**src/rtl/mul_pkg.sv**
```systemverilog
// Shared types for the multiplier operand issue path: the operand pair
// carried through the queue and the issue FSM state encoding.
package mul_pkg;

   localparam int MUL_DATA_WIDTH = 32;

   typedef struct packed {
      logic [MUL_DATA_WIDTH-1:0] a;
      logic [MUL_DATA_WIDTH-1:0] b;
   } operand_pair_t;

   typedef enum logic [0:0] {
      IDLE = 1'b0,
      WAIT = 1'b1
   } issue_state_t;

endpackage

```
**src/rtl/mul_issue_queue_sync_fifo.sv**
```systemverilog
// Synchronous FIFO with element-type parameter; head entry is presented
// combinationally on rdata. DEPTH must be a power of two.
module sync_fifo #(
   parameter int  DEPTH = 4,
   parameter type T     = logic
) (
   input  logic                     clk,
   input  logic                     rst_n,
   input  logic                     clk_en,
   input  logic                     push,
   input  logic                     pop,
   input  T                         wdata,
   output T                         rdata,
   output logic                     full,
   output logic                     empty,
   output logic [$clog2(DEPTH):0]   count
);

   localparam int PW = $clog2(DEPTH);

   logic [PW-1:0] wr_ptr_r;
   logic [PW-1:0] rd_ptr_r;
   logic [PW:0]   count_r;
   T              mem_r [DEPTH];

   // Pointer and occupancy tracking; pointers wrap naturally at DEPTH.
   always_ff @(posedge clk or negedge rst_n) begin
      if (!rst_n) begin
         wr_ptr_r <= PW'(0);
         rd_ptr_r <= PW'(0);
         count_r  <= (PW+1)'(0);
      end else if (clk_en) begin
         if (push) begin
            wr_ptr_r <= wr_ptr_r + PW'(1);
         end
         if (pop) begin
            rd_ptr_r <= rd_ptr_r + PW'(1);
         end
         case ({push, pop})
            2'b10:   count_r <= count_r + (PW+1)'(1);
            2'b01:   count_r <= count_r - (PW+1)'(1);
            default: count_r <= count_r;
         endcase
      end
   end

   // Storage array; contents need no reset since count_r gates visibility.
   always_ff @(posedge clk) begin
      if (clk_en && push) begin
         mem_r[wr_ptr_r] <= wdata;
      end
   end

   assign rdata = mem_r[rd_ptr_r];
   assign count = count_r;
   assign full  = (count_r == (PW+1)'(DEPTH));
   assign empty = (count_r == (PW+1)'(0));

endmodule

```
**src/rtl/mul_issue_queue.sv**
```systemverilog
// Operand issue buffer feeding a multi-cycle multiplier, one operation in flight.
// Optional MUL_ISSUE_BYPASS_EN: an idle, empty queue forwards a pushed pair directly.
module mul_issue_queue
   import mul_pkg::*;
#(
   parameter int DATA_WIDTH = MUL_DATA_WIDTH,
   parameter int DEPTH      = 4
) (
   input  logic                       clk_i,
   input  logic                       rst_n_i,
   input  logic                       clk_en_i,
   input  logic [DATA_WIDTH-1:0]      operand_A_i,
   input  logic [DATA_WIDTH-1:0]      operand_B_i,
   input  logic                       valid_i,
   output logic                       ready_o,
   input  logic                       mul_busy_i,
   input  logic                       mul_data_valid_i,
   output logic [DATA_WIDTH-1:0]      mul_operand_A_o,
   output logic [DATA_WIDTH-1:0]      mul_operand_B_o,
   output logic                       mul_valid_entry_o,
   output logic [$clog2(DEPTH):0]     count_o,
   output logic                       empty_o,
   output logic                       full_o
);

   issue_state_t  state_r;
   issue_state_t  next_state_s;
   operand_pair_t in_pair_s;
   operand_pair_t head_s;
   operand_pair_t issue_pair_s;
   operand_pair_t operands_r;
   logic          valid_entry_r;
   logic          push_req_s;
   logic          fifo_push_s;
   logic          fifo_pop_s;
   logic          fifo_full_s;
   logic          fifo_empty_s;
   logic          issue_s;
   logic          bypass_s;

   assign in_pair_s   = {operand_A_i, operand_B_i};
   assign ready_o     = !fifo_full_s & clk_en_i;
   assign push_req_s  = valid_i & ready_o;
   assign fifo_push_s = push_req_s & !bypass_s;

   sync_fifo #(
      .DEPTH (DEPTH),
      .T     (operand_pair_t)
   ) u_fifo (
      .clk    (clk_i),
      .rst_n  (rst_n_i),
      .clk_en (clk_en_i),
      .push   (fifo_push_s),
      .pop    (fifo_pop_s),
      .wdata  (in_pair_s),
      .rdata  (head_s),
      .full   (fifo_full_s),
      .empty  (fifo_empty_s),
      .count  (count_o)
   );

   // Issue decision: IDLE issues when work is available and the multiplier is free.
   always_comb begin
      next_state_s = state_r;
      issue_s      = 1'b0;
      fifo_pop_s   = 1'b0;
      bypass_s     = 1'b0;
      issue_pair_s = head_s;
      case (state_r)
         IDLE: begin
            if (!fifo_empty_s && !mul_busy_i) begin
               issue_s      = 1'b1;
               fifo_pop_s   = 1'b1;
               next_state_s = WAIT;
            end
`ifdef MUL_ISSUE_BYPASS_EN
            else if (push_req_s && !mul_busy_i) begin
               issue_s      = 1'b1;
               bypass_s     = 1'b1;
               issue_pair_s = in_pair_s;
               next_state_s = WAIT;
            end
`endif
            else begin
               next_state_s = IDLE;
            end
         end
         WAIT: begin
            // Re-issue is deferred to the edge after the result is sampled.
            if (mul_data_valid_i) begin
               next_state_s = IDLE;
            end else begin
               next_state_s = WAIT;
            end
         end
         default: begin
            next_state_s = IDLE;
         end
      endcase
   end

   // Registered FSM state and multiplier-facing outputs.
   always_ff @(posedge clk_i or negedge rst_n_i) begin
      if (!rst_n_i) begin
         state_r       <= IDLE;
         operands_r    <= '{a: {DATA_WIDTH{1'b0}}, b: {DATA_WIDTH{1'b0}}};
         valid_entry_r <= 1'b0;
      end else if (clk_en_i) begin
         state_r       <= next_state_s;
         valid_entry_r <= issue_s;
         if (issue_s) begin
            operands_r <= issue_pair_s;
         end
      end
   end

   assign mul_operand_A_o   = operands_r.a;
   assign mul_operand_B_o   = operands_r.b;
   assign mul_valid_entry_o = valid_entry_r;
   assign empty_o           = fifo_empty_s;
   assign full_o            = fifo_full_s;

endmodule

```
**config.mk**
```make
export PLATFORM = sky130hd
export DESIGN_NAME = mul_issue_queue
export DESIGN_NICKNAME = d
export VERILOG_FILES = /design/src/rtl/mul_pkg.sv /design/src/rtl/mul_issue_queue_sync_fifo.sv /design/src/rtl/mul_issue_queue.sv
export SDC_FILE = /design/constraint.sdc
export NUM_CORES = 1
export LEC_CHECK = 0
export ABC_CLOCK_PERIOD_IN_PS = 4000
export CAP_MARGIN = 20
export CORE_UTILIZATION = 56
export DETAILED_ROUTE_END_ITERATION = 8
export GPL_ROUTABILITY_DRIVEN = 0
export PLACE_DENSITY = 0.84
export SLEW_MARGIN = 20
export SYNTH_ARGS = -nofsm -noshare
export SYNTH_HDL_FRONTEND = slang
export SYNTH_SLANG_ARGS = --single-unit
```
**constraint.sdc**
```tcl
create_clock -name clk_i -period 4 [get_ports clk_i]
set_input_delay 1.2 -clock clk_i [delete_from_list [all_inputs] [get_ports clk_i]]
set_output_delay 1.2 -clock clk_i [all_outputs]
set_load 0.1 [all_outputs]
```
Word level (Yosys, flattened, before mapping) --
Memories as Yosys holds them, arrays and structs flattened. A register that Yosys moved wholly into a read port is not among the register bits. Index checks and enable logic that the tools add are counted.
Storage, ports and cells: flip-flop bits (word level) 9, RAM bits 256, output and inout port bits 71, word-level logic and storage cells 34, memories 1
Memory list:
- u_fifo.mem_r | words 4, width 64, read ports 1, clocked after Yosys merged registers in 1, wr ports 1, RTL line mul_issue_queue_sync_fifo.sv:24 | T mem_r [DEPTH];
Operators by class: add/sub/neg operators 4, equality and inequality tests 3, muxes and demuxes 7, bitwise operators 3, reduce and logical (&&, ||, !) cells 11
Operators by type and width (count):
- case mux 3 bit (2 select lines) | 1
- AND reduction 2 bit | 3
- 2-to-1 mux 1 bit | 5
- adder 2 x 1 -> 2 bit, second input constant | 2
- logical NOT 1 bit | 4
- adder 3 x 1 -> 3 bit, second input constant | 1
- equality test 3 bit, second input constant | 1
- logical NOT 3 bit | 1
- subtractor 3 x 1 -> 3 bit, second input constant | 1
- bitwise AND 1 bit | 2
- equality test 2 x 1 -> 1 bit, second input constant | 1
- equality test 2 bit, second input constant | 1
- logical AND 1 bit | 2
- case mux 1 bit (2 select lines) | 1
- nonzero test 2 bit | 1
- NOT 1 bit | 1

Longest topological paths before layout --
Gate-level depths: netlist of the first run.
word-level depth 8, depth in mapped cells 10, gate-level depth less buffers 9

Hierarchy --
A second synthesis of the first run with hierarchy kept.
Second synthesis, totals: cells, all modules 518, area total of the unflattened synthesis 12135.4 um2
Modules (own cells, without submodules):
- sync_fifo | instances 1, cells an instance 373, area an instance 9645.5 um2
- mul_issue_queue | instances 1, cells an instance 145, area an instance 2489.9 um2

Least setup slack after synthesis of the first run --
Ideal clock, no wire load.
path kind register to output, start point reg u_fifo.count_r[1], in the netlist u_fifo.count[1], end point out empty_o, arrival 3.087 ns, data required time 2.800 ns, setup slack -0.287 ns, stages on the path, launching flop included 2, buffers on the path 0, path through dfrtp_1 > nor3_1
Between the ends: longest elaborated chain between the ends 1
Ends and longest elaborated chain:
- start: declaration | RTL line mul_issue_queue_sync_fifo.sv:23 | logic [PW:0] count_r;
- start signal: assignment | RTL line mul_issue_queue_sync_fifo.sv:31 | count_r <= (PW+1)'(0);
- start signal: assignment | RTL line mul_issue_queue_sync_fifo.sv:40 | 2'b10: count_r <= count_r + (PW+1)'(1);
- start signal: assignment | RTL line mul_issue_queue_sync_fifo.sv:41 | 2'b01: count_r <= count_r - (PW+1)'(1);
- logical NOT 3 bit | RTL line mul_issue_queue_sync_fifo.sv:57 | assign empty = (count_r == (PW+1)'(0));
- end: declaration | RTL line mul_issue_queue.sv:22 | output logic empty_o,
No other way between the ends.

Final worst setup path of the first run --
start point in clk_en_i, end point out ready_o
Between the ends: longest elaborated chain between the ends 1
Ends and longest elaborated chain:
- start: declaration | RTL line mul_issue_queue.sv:11 | input logic clk_en_i,
- bitwise AND 1 bit | RTL line mul_issue_queue.sv:42 | assign ready_o = !fifo_full_s & clk_en_i;
- end: declaration | RTL line mul_issue_queue.sv:15 | output logic ready_o,
No other way between the ends.

==> results of run 1 <==
==> logic make-up (layout without fill, tap and decap cells) <==
kind of cell,Yosys count,count (layout),synth area share (%)
mux,129,129,18.66
flops,329,329,78.03
buf+inv,31,222,1.283
xor+xnor,6,6,0.4310
fa+ha+maj,6,6,0.6773
other cells,0,2,0
compound gates,2,2,0.08210
simple gates,18,18,0.8416
==> layout by cell type (no fill, tap or decap), types with 3 or more instances in the layout <==
| master | n |
|---|---|
| sky130_fd_sc_hd__edfxtp_1 | 256 |
| sky130_fd_sc_hd__clkdlybuf4s50_1 | 130 |
| sky130_fd_sc_hd__dfrtp_1 | 71 |
| sky130_fd_sc_hd__mux4_2 | 64 |
| sky130_fd_sc_hd__clkbuf_16 | 37 |
| sky130_fd_sc_hd__mux2_2 | 36 |
| sky130_fd_sc_hd__mux2_4 | 27 |
| sky130_fd_sc_hd__buf_4 | 15 |
| sky130_fd_sc_hd__inv_1 | 8 |
| sky130_fd_sc_hd__clkbuf_1 | 8 |
| sky130_fd_sc_hd__buf_12 | 6 |
| sky130_fd_sc_hd__nand2_1 | 5 |
| sky130_fd_sc_hd__ha_1 | 5 |
| sky130_fd_sc_hd__and2_4 | 4 |
| sky130_fd_sc_hd__xnor2_1 | 4 |
| sky130_fd_sc_hd__clkinv_2 | 4 |
| sky130_fd_sc_hd__clkinv_1 | 4 |
| sky130_fd_sc_hd__clkinvlp_4 | 4 |
| sky130_fd_sc_hd__clkbuf_8 | 3 |
==> layer usage <==
metal / wire length (µm) / GRT usage, % / vias up
li1: - / - / 2451
met3: 1042 / 4.329 / 33
met1: 9419 / 27.97 / 3009
met2: 11930 / 36.23 / 162
met5: 0 / 0 / -
met4: 438 / 6.888 / 0
==> final cells by class <==
type	count	area, µm²	area share, %
Inverter	8	30.03	0.1988
Antenna cell	2	5.005	0.03313
Multi-Input combinational cell	161	2541	16.82
Clock inverter	14	103.9	0.6875
Sequential cell	329	9522	63.04
Tap cell	275	344.1	2.278
Clock buffer	48	997.2	6.602
Timing Repair Buffer	152	1562	10.34
==> through the flow <==
step	area (µm²)	hold WS [ns]	setup WS [ns]	instances	util [%]
after floorplan	12200	0.4771	0.4380	521	-
after global placement	13970	0.4927	0.6218	924	66.04
after detailed placement	14000	0.4961	0.5983	925	66.17
after CTS	15100	0.5086	0.6381	987	71.38
after global routing	15100	0.5252	0.5809	988	71.39
final	15100	0.5046	0.6469	989	71.40
==> critical path, stage by stage <==
cell	delay (ns)
sky130_fd_sc_hd__clkdlybuf4s50_1	0.56
sky130_fd_sc_hd__and2_1	0.20
sky130_fd_sc_hd__buf_12	0.18
==> flip-flops by register name (all words and copies together) (netlist names) <==
register           flops
mul_operand_A_o       32
mul_operand_B_o       32
mul_valid_entry_o      1
state_r                1
u_fifo.count           3
u_fifo.mem_r         256
u_fifo.rd_ptr_r        2
u_fifo.wr_ptr_r        2
==> synth_stat cells (all sizes together) <==
cell type,count
and2,5
buf,14
nor3,2
or3b,1
or4b,1
ha,5
fa,1
xor2,2
mux2,65
or4,1
nand2b,1
clkbuf,9
nand2,5
xnor2,4
inv,8
o21ai,2
dfrtp,73
edfxtp,256
mux4,64
nor2,1
and3,1
==> worst max path at each step <==
stage	startpoint	endpoint	slack (ns)	cells past startpoint
global route	clk_en_i	ready_o	0.58	3
floorplan	u_fifo.count[0]$_DFFE_PN0P_	u_fifo.mem_r[0][0]$_DFFE_PP_	0.44	4
finish	clk_en_i	ready_o	0.65	3
detailed placement	clk_en_i	mul_operand_A_o[5]$_DFFE_PN0P_	0.60	4
CTS	clk_en_i	ready_o	0.64	3
global placement	clk_en_i	mul_operand_A_o[5]$_DFFE_PN0P_	0.62	3
==> impl_table.tex, run 1 <==
\begin{tabular}{lr}
\hline
Metric & Value \\
\hline
\multicolumn{2}{l}{\textbf{Critical path}} \\
\quad Worst EP required & 2.80 ns \\
\quad CP arrival & 2.15 ns \\
\quad Worst r2r src & u\_fifo.count[1]\$\_DFFE\_PN0P\_ \\
\quad Worst setup path category & primary input to primary output \\
\quad Reg-to-reg endpoint & u\_fifo.count[2]\$\_DFFE\_PN0P\_ \\
\quad Critical path startpoint category & primary input \\
\quad Worst r2r path cells & 9 \\
\quad Flop2flop setup slack & 1.43 ns \\
\quad Kind of end point of the critical path & primary output \\
\quad Max Fanout on Critical Path & 7 \\
\multicolumn{2}{l}{\textbf{Yosys}} \\
\quad Count of state elements after synthesis & 329 \\
\quad Number of warnings issued by yosys & 0 \\
\quad Count of unique library cells instantiated by Yosys & 25 \\
\quad Post-synthesis instance area & 12190 µm² \\
\quad Dominant cell type by area after synthesis & sky130\_fd\_sc\_hd\_\_edfxtp\_1 \\
\quad Synthesized netlist cell count & roughly 520 \\
\quad Avg Inst Size Synth & 23.40 µm² \\
\quad Leading post-synthesis cells by cell area & sky130\_fd\_sc\_hd\_\_edfxtp\_1 63\%, sky130\_fd\_sc\_hd\_\_dfrtp\_1 15\%, sky130\_fd\_sc\_hd\_\_mux4\_2 12\% \\
\quad Seq/Total Area, Yosys & 78.03\% \\
\quad Net Count, Synth & 597 \\
\quad Area share of the largest cell type after synthesis & between 60\% and 70\% \\
\multicolumn{2}{l}{\textbf{Routing}} \\
\quad Iteration-0 DRC count of the detailed router & around 330 \\
\quad Count of TritonRoute iterations in the first routing pass & 4 \\
\quad Routed WL & 22830 µm \\
\quad Via-per-instance ratio & 5.718 \\
\quad Via total after detailed routing & 5655 \\
\quad Average wire per cell in the routed design & 23.08 µm \\
\quad DRC violation count after routing & 0 \\
\quad Post-DRT Antenna Nets & 0 \\
\multicolumn{2}{l}{\textbf{Floorplan}} \\
\quad Initial standard-cell utilization of the core & 57.64\% \\
\quad Boundary Pins & 141 \\
\quad Core outline area & 21150 µm² \\
\quad Die area & 22370 µm² \\
\quad Standard-cell rows & 53 \\
\quad Die Height & 149.6 µm \\
\quad Horizontal die dimension & 149.6 µm \\
\multicolumn{2}{l}{\textbf{Clock tree}} \\
\quad CTS H-tree depth & 2 \\
\quad Clock buffer count from CTS & 34 \\
\quad Number of buffers added to fix hold violations after cts & 0 \\
\quad Post-CTS sizing & 0 \\
\quad Number of clock sinks & 329 \\
\quad CTS tree & built \\
\quad Post-CTS setup repair buffer count & 0 \\
\quad Clock slew seen by the registers of the worst setup and hold paths & 0.05 ns \\
\quad Clock tree buffer depth & 3 \\
\quad Worst-Skew Late Latency & around 0.5 ns \\
\quad Root buffer selected by CTS & sky130\_fd\_sc\_hd\_\_clkbuf\_16 \\
\multicolumn{2}{l}{\textbf{Global routing}} \\
\quad Maximum number of pins on one net before global-route repair & 66 \\
\quad Total global routing overflow & 0 \\
\quad Wire length of the first global-routing pass & 34890 µm \\
\quad Number of antenna violations at the first check in global routing & 2 \\
\quad Overall routing resource usage & approximately a fifth \\
\quad Number of global-route vias before repair & between 6000 and 7000 \\
\multicolumn{2}{l}{\textbf{STA}} \\
\quad Minimum period implied by the final worst setup slack & 3.353 ns \\
\quad Clock tree skew after final layout & 0.01261 ns \\
\quad RSZ-0062 raised after global routing & false \\
\quad Final hold violation count & 0 \\
\quad Final setup viols & 0 \\
\quad Post-route fraction of the period consumed by the critical path & approximately 84\% \\
\quad Headroom to the max-slew limit & a little under a third \\
\quad Fmax & 298.2 MHz \\
\quad Post-route setup TNS & 0 ns \\
\quad Transition at the pin with the smallest max-transition slack & between 1 and 1.5 ns \\
\quad Count of final max-slew check failures & 0 \\
\multicolumn{2}{l}{\textbf{Hold path}} \\
\quad Hold/Removal Path Class & flip-flop to flip-flop \\
\quad Worst hold path endpoint & mul\_operand\_A\_o[10]\$\_DFFE\_PN0P\_ \\
\quad Worst hold path cell count & 1 \\
\quad Start point of the worst min-delay path & mul\_operand\_A\_o[10]\$\_DFFE\_PN0P\_ \\
\multicolumn{2}{l}{\textbf{Finish}} \\
\quad Net total in the final layout & 762 \\
\quad Share of layout cells above drive strength 1 & 29.21\% \\
\quad Layout fillers & 1212 \\
\quad Synthesis-to-finish area growth & 23.88\% \\
\multicolumn{2}{l}{\textbf{Place}} \\
\quad Port-buffer cells & 140 \\
\quad Sum of net half-perimeters after detailed placement & 13410 µm \\
\multicolumn{2}{l}{\textbf{Job}} \\
\quad Max-capacitance violation count & 0 \\
\multicolumn{2}{l}{\textbf{Status}} \\
\quad Status & finished clean \\
\hline
\end{tabular}
Power of run 1 is not shown: default switching activity piles up to over one toggle a cycle in this logic, so the estimate is an artifact.
==> run 2: changes to the inputs <==
--- a/config.mk
+++ b/config.mk
@@ -5,7 +5,7 @@
 export SDC_FILE = /design/constraint.sdc
 export NUM_CORES = 1
 export LEC_CHECK = 0
-export ABC_CLOCK_PERIOD_IN_PS = 4000
+export ABC_CLOCK_PERIOD_IN_PS = 3300
 export CAP_MARGIN = 20
 export CORE_UTILIZATION = 56
 export DETAILED_ROUTE_END_ITERATION = 8
==> constraint.sdc (replaced) <==
create_clock -name clk_i -period 3.3 [get_ports clk_i]
set_input_delay 0.99 -clock clk_i [delete_from_list [all_inputs] [get_ports clk_i]]
set_output_delay 0.99 -clock clk_i [all_outputs]
set_load 0.1 [all_outputs]
==> run 2 against run 1 <==
  * Non-clock buffer count rose by 4
  * Via count fell by 1.9%
  * Flip-flop and latch count did not move
  * Global-route usage fell by 1.0 points
  * Final area fell by 1.3%
  * Wire length fell by 5.4%
  * Sequential share of layout area rose by 0.83 points
  * First-iteration DRC count fell by 19%
==> impl_table.tex, run 2 (same netlist as run 1, synthesis figures left out) <==
\begin{tabular}{lr}
\hline
Metric & Value \\
\hline
\multicolumn{2}{l}{\textbf{Routing}} \\
\quad Via total after detailed routing & $\sim$5500 \\
\quad DRC violation count after routing & 0 \\
\quad Iteration-0 DRC count of the detailed router & 272 \\
\quad Routed WL & between 20000 and 25000 µm \\
\quad Count of TritonRoute iterations in the first routing pass & 4 \\
\quad Via-per-instance ratio & 5.619 \\
\quad Average wire per cell in the routed design & 21.88 µm \\
\quad Post-DRT Antenna Nets & 0 \\
\multicolumn{2}{l}{\textbf{Critical path}} \\
\quad Flop2flop setup slack & between 0.8 and 0.9 ns \\
\quad Max Fanout on Critical Path & 7 \\
\quad Critical path startpoint category & primary input \\
\quad Worst r2r src & u\_fifo.count[1]\$\_DFFE\_PN0P\_ \\
\quad CP arrival & 1.95 ns \\
\quad Worst r2r path cells & 9 \\
\quad Reg-to-reg endpoint & u\_fifo.count[2]\$\_DFFE\_PN0P\_ \\
\quad Worst setup path category & primary input to primary output \\
\quad Kind of end point of the critical path & primary output \\
\quad Worst EP required & 2.31 ns \\
\multicolumn{2}{l}{\textbf{Clock tree}} \\
\quad Clock buffer count from CTS & 31 \\
\quad Worst-Skew Late Latency & around 0.56 ns \\
\quad Clock slew seen by the registers of the worst setup and hold paths & 0.06 ns \\
\quad Post-CTS sizing & 0 \\
\quad Root buffer selected by CTS & sky130\_fd\_sc\_hd\_\_clkbuf\_16 \\
\quad Clock tree buffer depth & 3 \\
\quad Number of clock sinks & 329 \\
\quad Number of buffers added to fix hold violations after cts & 0 \\
\quad CTS tree & built \\
\quad CTS H-tree depth & 1 \\
\quad Post-CTS setup repair buffer count & 0 \\
\multicolumn{2}{l}{\textbf{Global routing}} \\
\quad Overall routing resource usage & 20.36\% \\
\quad Maximum number of pins on one net before global-route repair & 66 \\
\quad Grt met1 use & 25.55\% \\
\quad Met2 Track Usage GR & roughly 36\% \\
\quad Number of antenna violations at the first check in global routing & 2 \\
\quad Total global routing overflow & 0 \\
\quad Wire length of the first global-routing pass & 33630 µm \\
\quad Layer carrying the most global-route usage & met2 \\
\quad Met3 track demand over resource in global routing & between 3 and 4\% \\
\quad Number of global-route vias before repair & 6092 \\
\multicolumn{2}{l}{\textbf{Finish}} \\
\quad Final instance area & about 15000 µm² \\
\quad Most frequent cells in the layout & 256 x sky130\_fd\_sc\_hd\_\_edfxtp\_1, 76 x sky130\_fd\_sc\_hd\_\_buf\_4, 71 x sky130\_fd\_sc\_hd\_\_dfrtp\_1, 68 x sky130\_fd\_sc\_hd\_\_clkdlybuf4s50\_1, 64 x sky130\_fd\_sc\_hd\_\_mux4\_2 \\
\quad Synthesis-to-finish area growth & 22.28\% \\
\quad Layout fillers & 1243 \\
\quad Diodes inserted & 0 \\
\quad Net total in the final layout & 763 \\
\quad Share of layout cells above drive strength 1 & a little under two fifths \\
\quad Most common library cell in the layout ignoring fill and taps & sky130\_fd\_sc\_hd\_\_edfxtp\_1 \\
\quad Largest register FFs & 256 \\
\quad Register name with the most flops & u\_fifo.mem\_r \\
\multicolumn{2}{l}{\textbf{Floorplan}} \\
\quad Standard-cell rows & 53 \\
\quad Core outline area & 21150 µm² \\
\quad Initial standard-cell utilization of the core & between 50\% and 60\% \\
\quad Die area & 22370 µm² \\
\quad Horizontal die dimension & 149.6 µm \\
\quad Boundary Pins & 141 \\
\quad Die Height & between 100 and 150 µm \\
\multicolumn{2}{l}{\textbf{STA}} \\
\quad Count of final max-slew check failures & 0 \\
\quad Post-route fraction of the period consumed by the critical path & 89.05\% \\
\quad Setup WS post-layout & 0.3615 ns \\
\quad Final setup viols & 0 \\
\quad RSZ-0062 raised after global routing & false \\
\quad Headroom to the max-slew limit & 35.30\% \\
\quad Clock tree skew after final layout & a little over 0.02 ns \\
\quad Minimum period implied by the final worst setup slack & 2.939 ns \\
\quad Transition at the pin with the smallest max-transition slack & 0.9705 ns \\
\quad Final hold violation count & 0 \\
\quad Fmax & 340.3 MHz \\
\quad Post-route setup TNS & 0 ns \\
\multicolumn{2}{l}{\textbf{Place}} \\
\quad Sum of net half-perimeters after detailed placement & 13270 µm \\
\quad Cell Area, Placed & 13930 µm² \\
\quad Port-buffer cells & 140 \\
\quad Pre-CTS setup slack & 0.2871 ns \\
\multicolumn{2}{l}{\textbf{Status}} \\
\quad Status & finished clean \\
\multicolumn{2}{l}{\textbf{Job}} \\
\quad Max-capacitance violation count & 0 \\
\multicolumn{2}{l}{\textbf{Hold path}} \\
\quad Hold/Removal Path Class & primary input to asynchronous set/reset pin \\
\hline
\end{tabular}
==> run 2: cell count changes in the layout (fill, tap and decap cells not counted), moves of 2 or more <==
cell and delta:
sky130_fd_sc_hd__clkdlybuf4s50_1 -62, sky130_fd_sc_hd__buf_4 +61, sky130_fd_sc_hd__buf_12 +6, sky130_fd_sc_hd__clkbuf_16 -6
sky130_fd_sc_hd__clkinv_2 +5, sky130_fd_sc_hd__clkinvlp_4 -4, sky130_fd_sc_hd__clkbuf_1 -2, sky130_fd_sc_hd__diode_2 -2
==> run 2: how the worst max path moves through the flow <==
stage	start	to	slack, ns	cells after the start
after floorplan	u_fifo.count[2]$_DFFE_PN0P_	mul_operand_A_o[13]$_DFFE_PN0P_	-0.01	6
after global placement	clk_en_i	u_fifo.count[2]$_DFFE_PN0P_	0.36	9
after detailed placement	clk_en_i	u_fifo.count[2]$_DFFE_PN0P_	0.29	9
after CTS	clk_en_i	ready_o	0.36	3
after global routing	clk_en_i	ready_o	0.29	3
final	clk_en_i	ready_o	0.36	3
==> run 2: worst max-delay path, stage by stage <==
cell and delay [ns]:
sky130_fd_sc_hd__clkdlybuf4s50_1 0.56, sky130_fd_sc_hd__and2_1 0.21, sky130_fd_sc_hd__buf_12 0.18
==> run 2: area by class of cell <==
class	instances	area [µm²]	area share, %
Tap cell	275	344.1	2.308
Clock buffer	40	839.6	5.631
Timing Repair Buffer	156	1491	10.00
Clock inverter	18	141.4	0.9483
Multi-Input combinational cell	161	2541	17.04
Sequential cell	329	9522	63.86
Inverter	8	30.03	0.2014
==> run 2: stage by stage <==
stage | util [%] | instances | hold slack (ns)
after floorplan | - | 521 | 0.4771
after global placement | 65.84 | 929 | 0.4789
after detailed placement | 65.84 | 929 | 0.4918
after CTS | 70.48 | 987 | 0.4829
after global routing | 70.48 | 987 | 0.4935
final | 70.48 | 987 | 0.4677
==> run 2: layer usage <==
layer  up-vias  part of all wire, %
met2       164                   53
li1       2448                    -
met5         -                0.069
met4         2                  2.3
met1      2895                   39
met3        37                  5.9
Power of run 2 is left out for the same reason.
==> run 3: changes to the inputs <==
--- a/config.mk
+++ b/config.mk
@@ -7,10 +7,11 @@
 export LEC_CHECK = 0
 export ABC_CLOCK_PERIOD_IN_PS = 3300
 export CAP_MARGIN = 20
-export CORE_UTILIZATION = 56
+export CORE_UTILIZATION = 40
 export DETAILED_ROUTE_END_ITERATION = 8
 export GPL_ROUTABILITY_DRIVEN = 0
-export PLACE_DENSITY = 0.84
+export PLACE_DENSITY = 0.64
+export RECOVER_POWER = 50
 export SLEW_MARGIN = 20
 export SYNTH_ARGS = -nofsm -noshare
 export SYNTH_HDL_FRONTEND = slang
==> run 3 against run 2 <==
  * Sequential share of layout area is 0.82 points lower
  * Cell count is 12% higher
  * Largest cell class unchanged
  * Highest routed layer unchanged
  * Critical endpoint unchanged
  * Wire length is 6.6% higher
  * Flip-flop and latch count stayed put
==> impl_table.tex, run 3 (same netlist as run 1, synthesis figures left out) <==
\begin{tabular}{lr}
\hline
Metric & Value \\
\hline
\multicolumn{2}{l}{\textbf{Status}} \\
\quad Status & finished clean \\
\multicolumn{2}{l}{\textbf{Floorplan}} \\
\quad Initial standard-cell utilization of the core & 40.92\% \\
\quad Core outline area & 29800 µm² \\
\quad Die Height & between 150 and 200 µm \\
\quad Die area & 31180 µm² \\
\quad Standard-cell rows & 63 \\
\quad Boundary Pins & approximately 140 \\
\quad Horizontal die dimension & 176.6 µm \\
\multicolumn{2}{l}{\textbf{Critical path}} \\
\quad Critical path startpoint category & primary input \\
\quad Critical path startpoint & clk\_en\_i \\
\quad Worst r2r src & u\_fifo.count[1]\$\_DFFE\_PN0P\_ \\
\quad Worst r2r path cells & 9 \\
\quad Max Fanout on Critical Path & 7 \\
\quad Worst setup path category & primary input to primary output \\
\quad Flop2flop setup slack & 0.83 ns \\
\quad CP arrival & 2.06 ns \\
\quad Kind of end point of the critical path & primary output \\
\quad Worst setup path endpoint & ready\_o \\
\quad Reg-to-reg endpoint & u\_fifo.count[2]\$\_DFFE\_PN0P\_ \\
\quad Worst EP required & $\sim$2.3 ns \\
\multicolumn{2}{l}{\textbf{Finish}} \\
\quad Largest register FFs & 256 \\
\quad Share of layout cells above drive strength 1 & roughly a third \\
\quad Layout fillers & 2397 \\
\quad Most common library cell in the layout ignoring fill and taps & sky130\_fd\_sc\_hd\_\_edfxtp\_1 \\
\quad Synthesis-to-finish area growth & 23.87\% \\
\quad Area of combinational cells with multiple inputs & 2530 µm² \\
\quad Most frequent cells in the layout & 256 x sky130\_fd\_sc\_hd\_\_edfxtp\_1, 71 x sky130\_fd\_sc\_hd\_\_dfrtp\_1, 65 x sky130\_fd\_sc\_hd\_\_dlygate4sd3\_1, 64 x sky130\_fd\_sc\_hd\_\_mux4\_2, 48 x sky130\_fd\_sc\_hd\_\_buf\_4 \\
\quad Sequential cell area & about 9500 µm² \\
\quad Fin cells & around 1100 \\
\quad Net total in the final layout & 765 \\
\quad Register name with the most flops & u\_fifo.mem\_r \\
\quad Final cell utilization of the core & 50.69\% \\
\multicolumn{2}{l}{\textbf{Clock tree}} \\
\quad CTS tree & built \\
\quad Clock tree buffer depth & 3 \\
\quad Number of clock sinks & 329 \\
\quad Root buffer selected by CTS & sky130\_fd\_sc\_hd\_\_clkbuf\_16 \\
\quad Clock slew seen by the registers of the worst setup and hold paths & 0.06 ns \\
\quad Worst-Skew Late Latency & 0.50 ns \\
\quad CTS H-tree depth & 2 \\
\quad Post-CTS sizing & 0 \\
\quad Clock buffer count from CTS & 35 \\
\quad Number of buffers added to fix hold violations after cts & 0 \\
\quad Post-CTS setup repair buffer count & 0 \\
\multicolumn{2}{l}{\textbf{Global routing}} \\
\quad Wire length of the first global-routing pass & 35680 µm \\
\quad Number of antenna violations at the first check in global routing & 2 \\
\quad Maximum number of pins on one net before global-route repair & 66 \\
\quad Number of global-route vias before repair & just over 6000 \\
\quad Total global routing overflow & 0 \\
\quad Overall routing resource usage & between 10\% and 20\% \\
\multicolumn{2}{l}{\textbf{STA}} \\
\quad RSZ-0062 raised after global routing & false \\
\quad Fmax & 327.4 MHz \\
\quad Final setup viols & 0 \\
\quad Final hold violation count & 0 \\
\quad Transition at the pin with the smallest max-transition slack & around 1.3 ns \\
\quad Headroom to the max-slew limit & 11.92\% \\
\quad Post-route fraction of the period consumed by the critical path & 92.54\% \\
\quad Count of final max-slew check failures & 0 \\
\quad Clock tree skew after final layout & 0.01425 ns \\
\quad Worst hold slack across all endpoints & about 0.5 ns \\
\quad Minimum period implied by the final worst setup slack & 3.054 ns \\
\multicolumn{2}{l}{\textbf{Routing}} \\
\quad Average wire per cell in the routed design & about 21 µm \\
\quad Iteration-0 DRC count of the detailed router & 268 \\
\quad DRC violation count after routing & 0 \\
\quad Routed WL & 23020 µm \\
\quad Via-per-instance ratio & 5.073 \\
\quad Via total after detailed routing & 5611 \\
\quad Post-DRT Antenna Nets & 0 \\
\quad Count of TritonRoute iterations in the first routing pass & 5 \\
\multicolumn{2}{l}{\textbf{Place}} \\
\quad Sum of net half-perimeters after detailed placement & 13400 µm \\
\quad Number of cells in the design after placement & about 1000 \\
\quad Port-buffer cells & 140 \\
\multicolumn{2}{l}{\textbf{Hold path}} \\
\quad Hold/Removal Path Class & flip-flop to flip-flop \\
\multicolumn{2}{l}{\textbf{Job}} \\
\quad Max-capacitance violation count & 0 \\
\hline
\end{tabular}
[run 3: cell types whose count changed in the layout (fill, tap and decap cells not counted), sizes merged]
cell           delta
buf              -32
bufinv            +4
clkbuf           +40
clkdlybuf4s50    -65
clkinv            -8
diode             +1
dlygate4sd3      +65
inv               -1
[run 3: worst min-delay path by stage]
stage	startpoint	depth (start not counted)	to
2_1_floorplan	state_r$_DFFE_PN0P_	2	state_r$_DFFE_PN0P_
3_3_place_gp	mul_operand_A_o[1]$_DFFE_PN0P_	1	mul_operand_A_o[1]$_DFFE_PN0P_
6_report	mul_operand_B_o[31]$_DFFE_PN0P_	1	mul_operand_B_o[31]$_DFFE_PN0P_
4_1_cts	mul_operand_A_o[26]$_DFFE_PN0P_	1	mul_operand_A_o[26]$_DFFE_PN0P_
5_1_grt	mul_operand_A_o[0]$_DFFE_PN0P_	1	mul_operand_A_o[0]$_DFFE_PN0P_
3_5_place_dp	mul_operand_A_o[26]$_DFFE_PN0P_	1	mul_operand_A_o[26]$_DFFE_PN0P_
[run 3: layout make-up]
class | instances | area share (%)
multi-input cells | 161 | 16.75
clock buffers | 50 | 6.652
flip-flops and latches | 329 | 63.04
diodes | 1 | 0.01657
inverters | 8 | 0.1988
clock inverters | 13 | 1.392
repair buffers | 154 | 8.715
well taps | 390 | 3.231
[run 3: per-stage QoR]
stage	setup TNS, ns	cell area, µm²	worst slack [ns]
6_report	0	15100	0.2461
2_1_floorplan	-0.2632	12200	-0.01316
3_5_place_dp	0	14020	0.2569
4_1_cts	0	15230	0.3409
3_3_place_gp	0	14020	0.3623
5_1_grt	0	15100	0.2355
[run 3: metal layers]
metal / share of wire, % / global-route usage [%] / up-vias
met3: 4.4 / 3.079 / 33
met1: 43 / 20.05 / 2982
met2: 51 / 25.80 / 147
met4: 1.7 / 4.203 / 2
li1: - / - / 2447
met5: 0.056 / 0 / -
[run 3: critical path, stage by stage]
cell and delay (ns):
sky130_fd_sc_hd__dlygate4sd3_1 0.66, sky130_fd_sc_hd__and2_1 0.22, sky130_fd_sc_hd__buf_12 0.18
Power of run 3 is left out for the same reason.
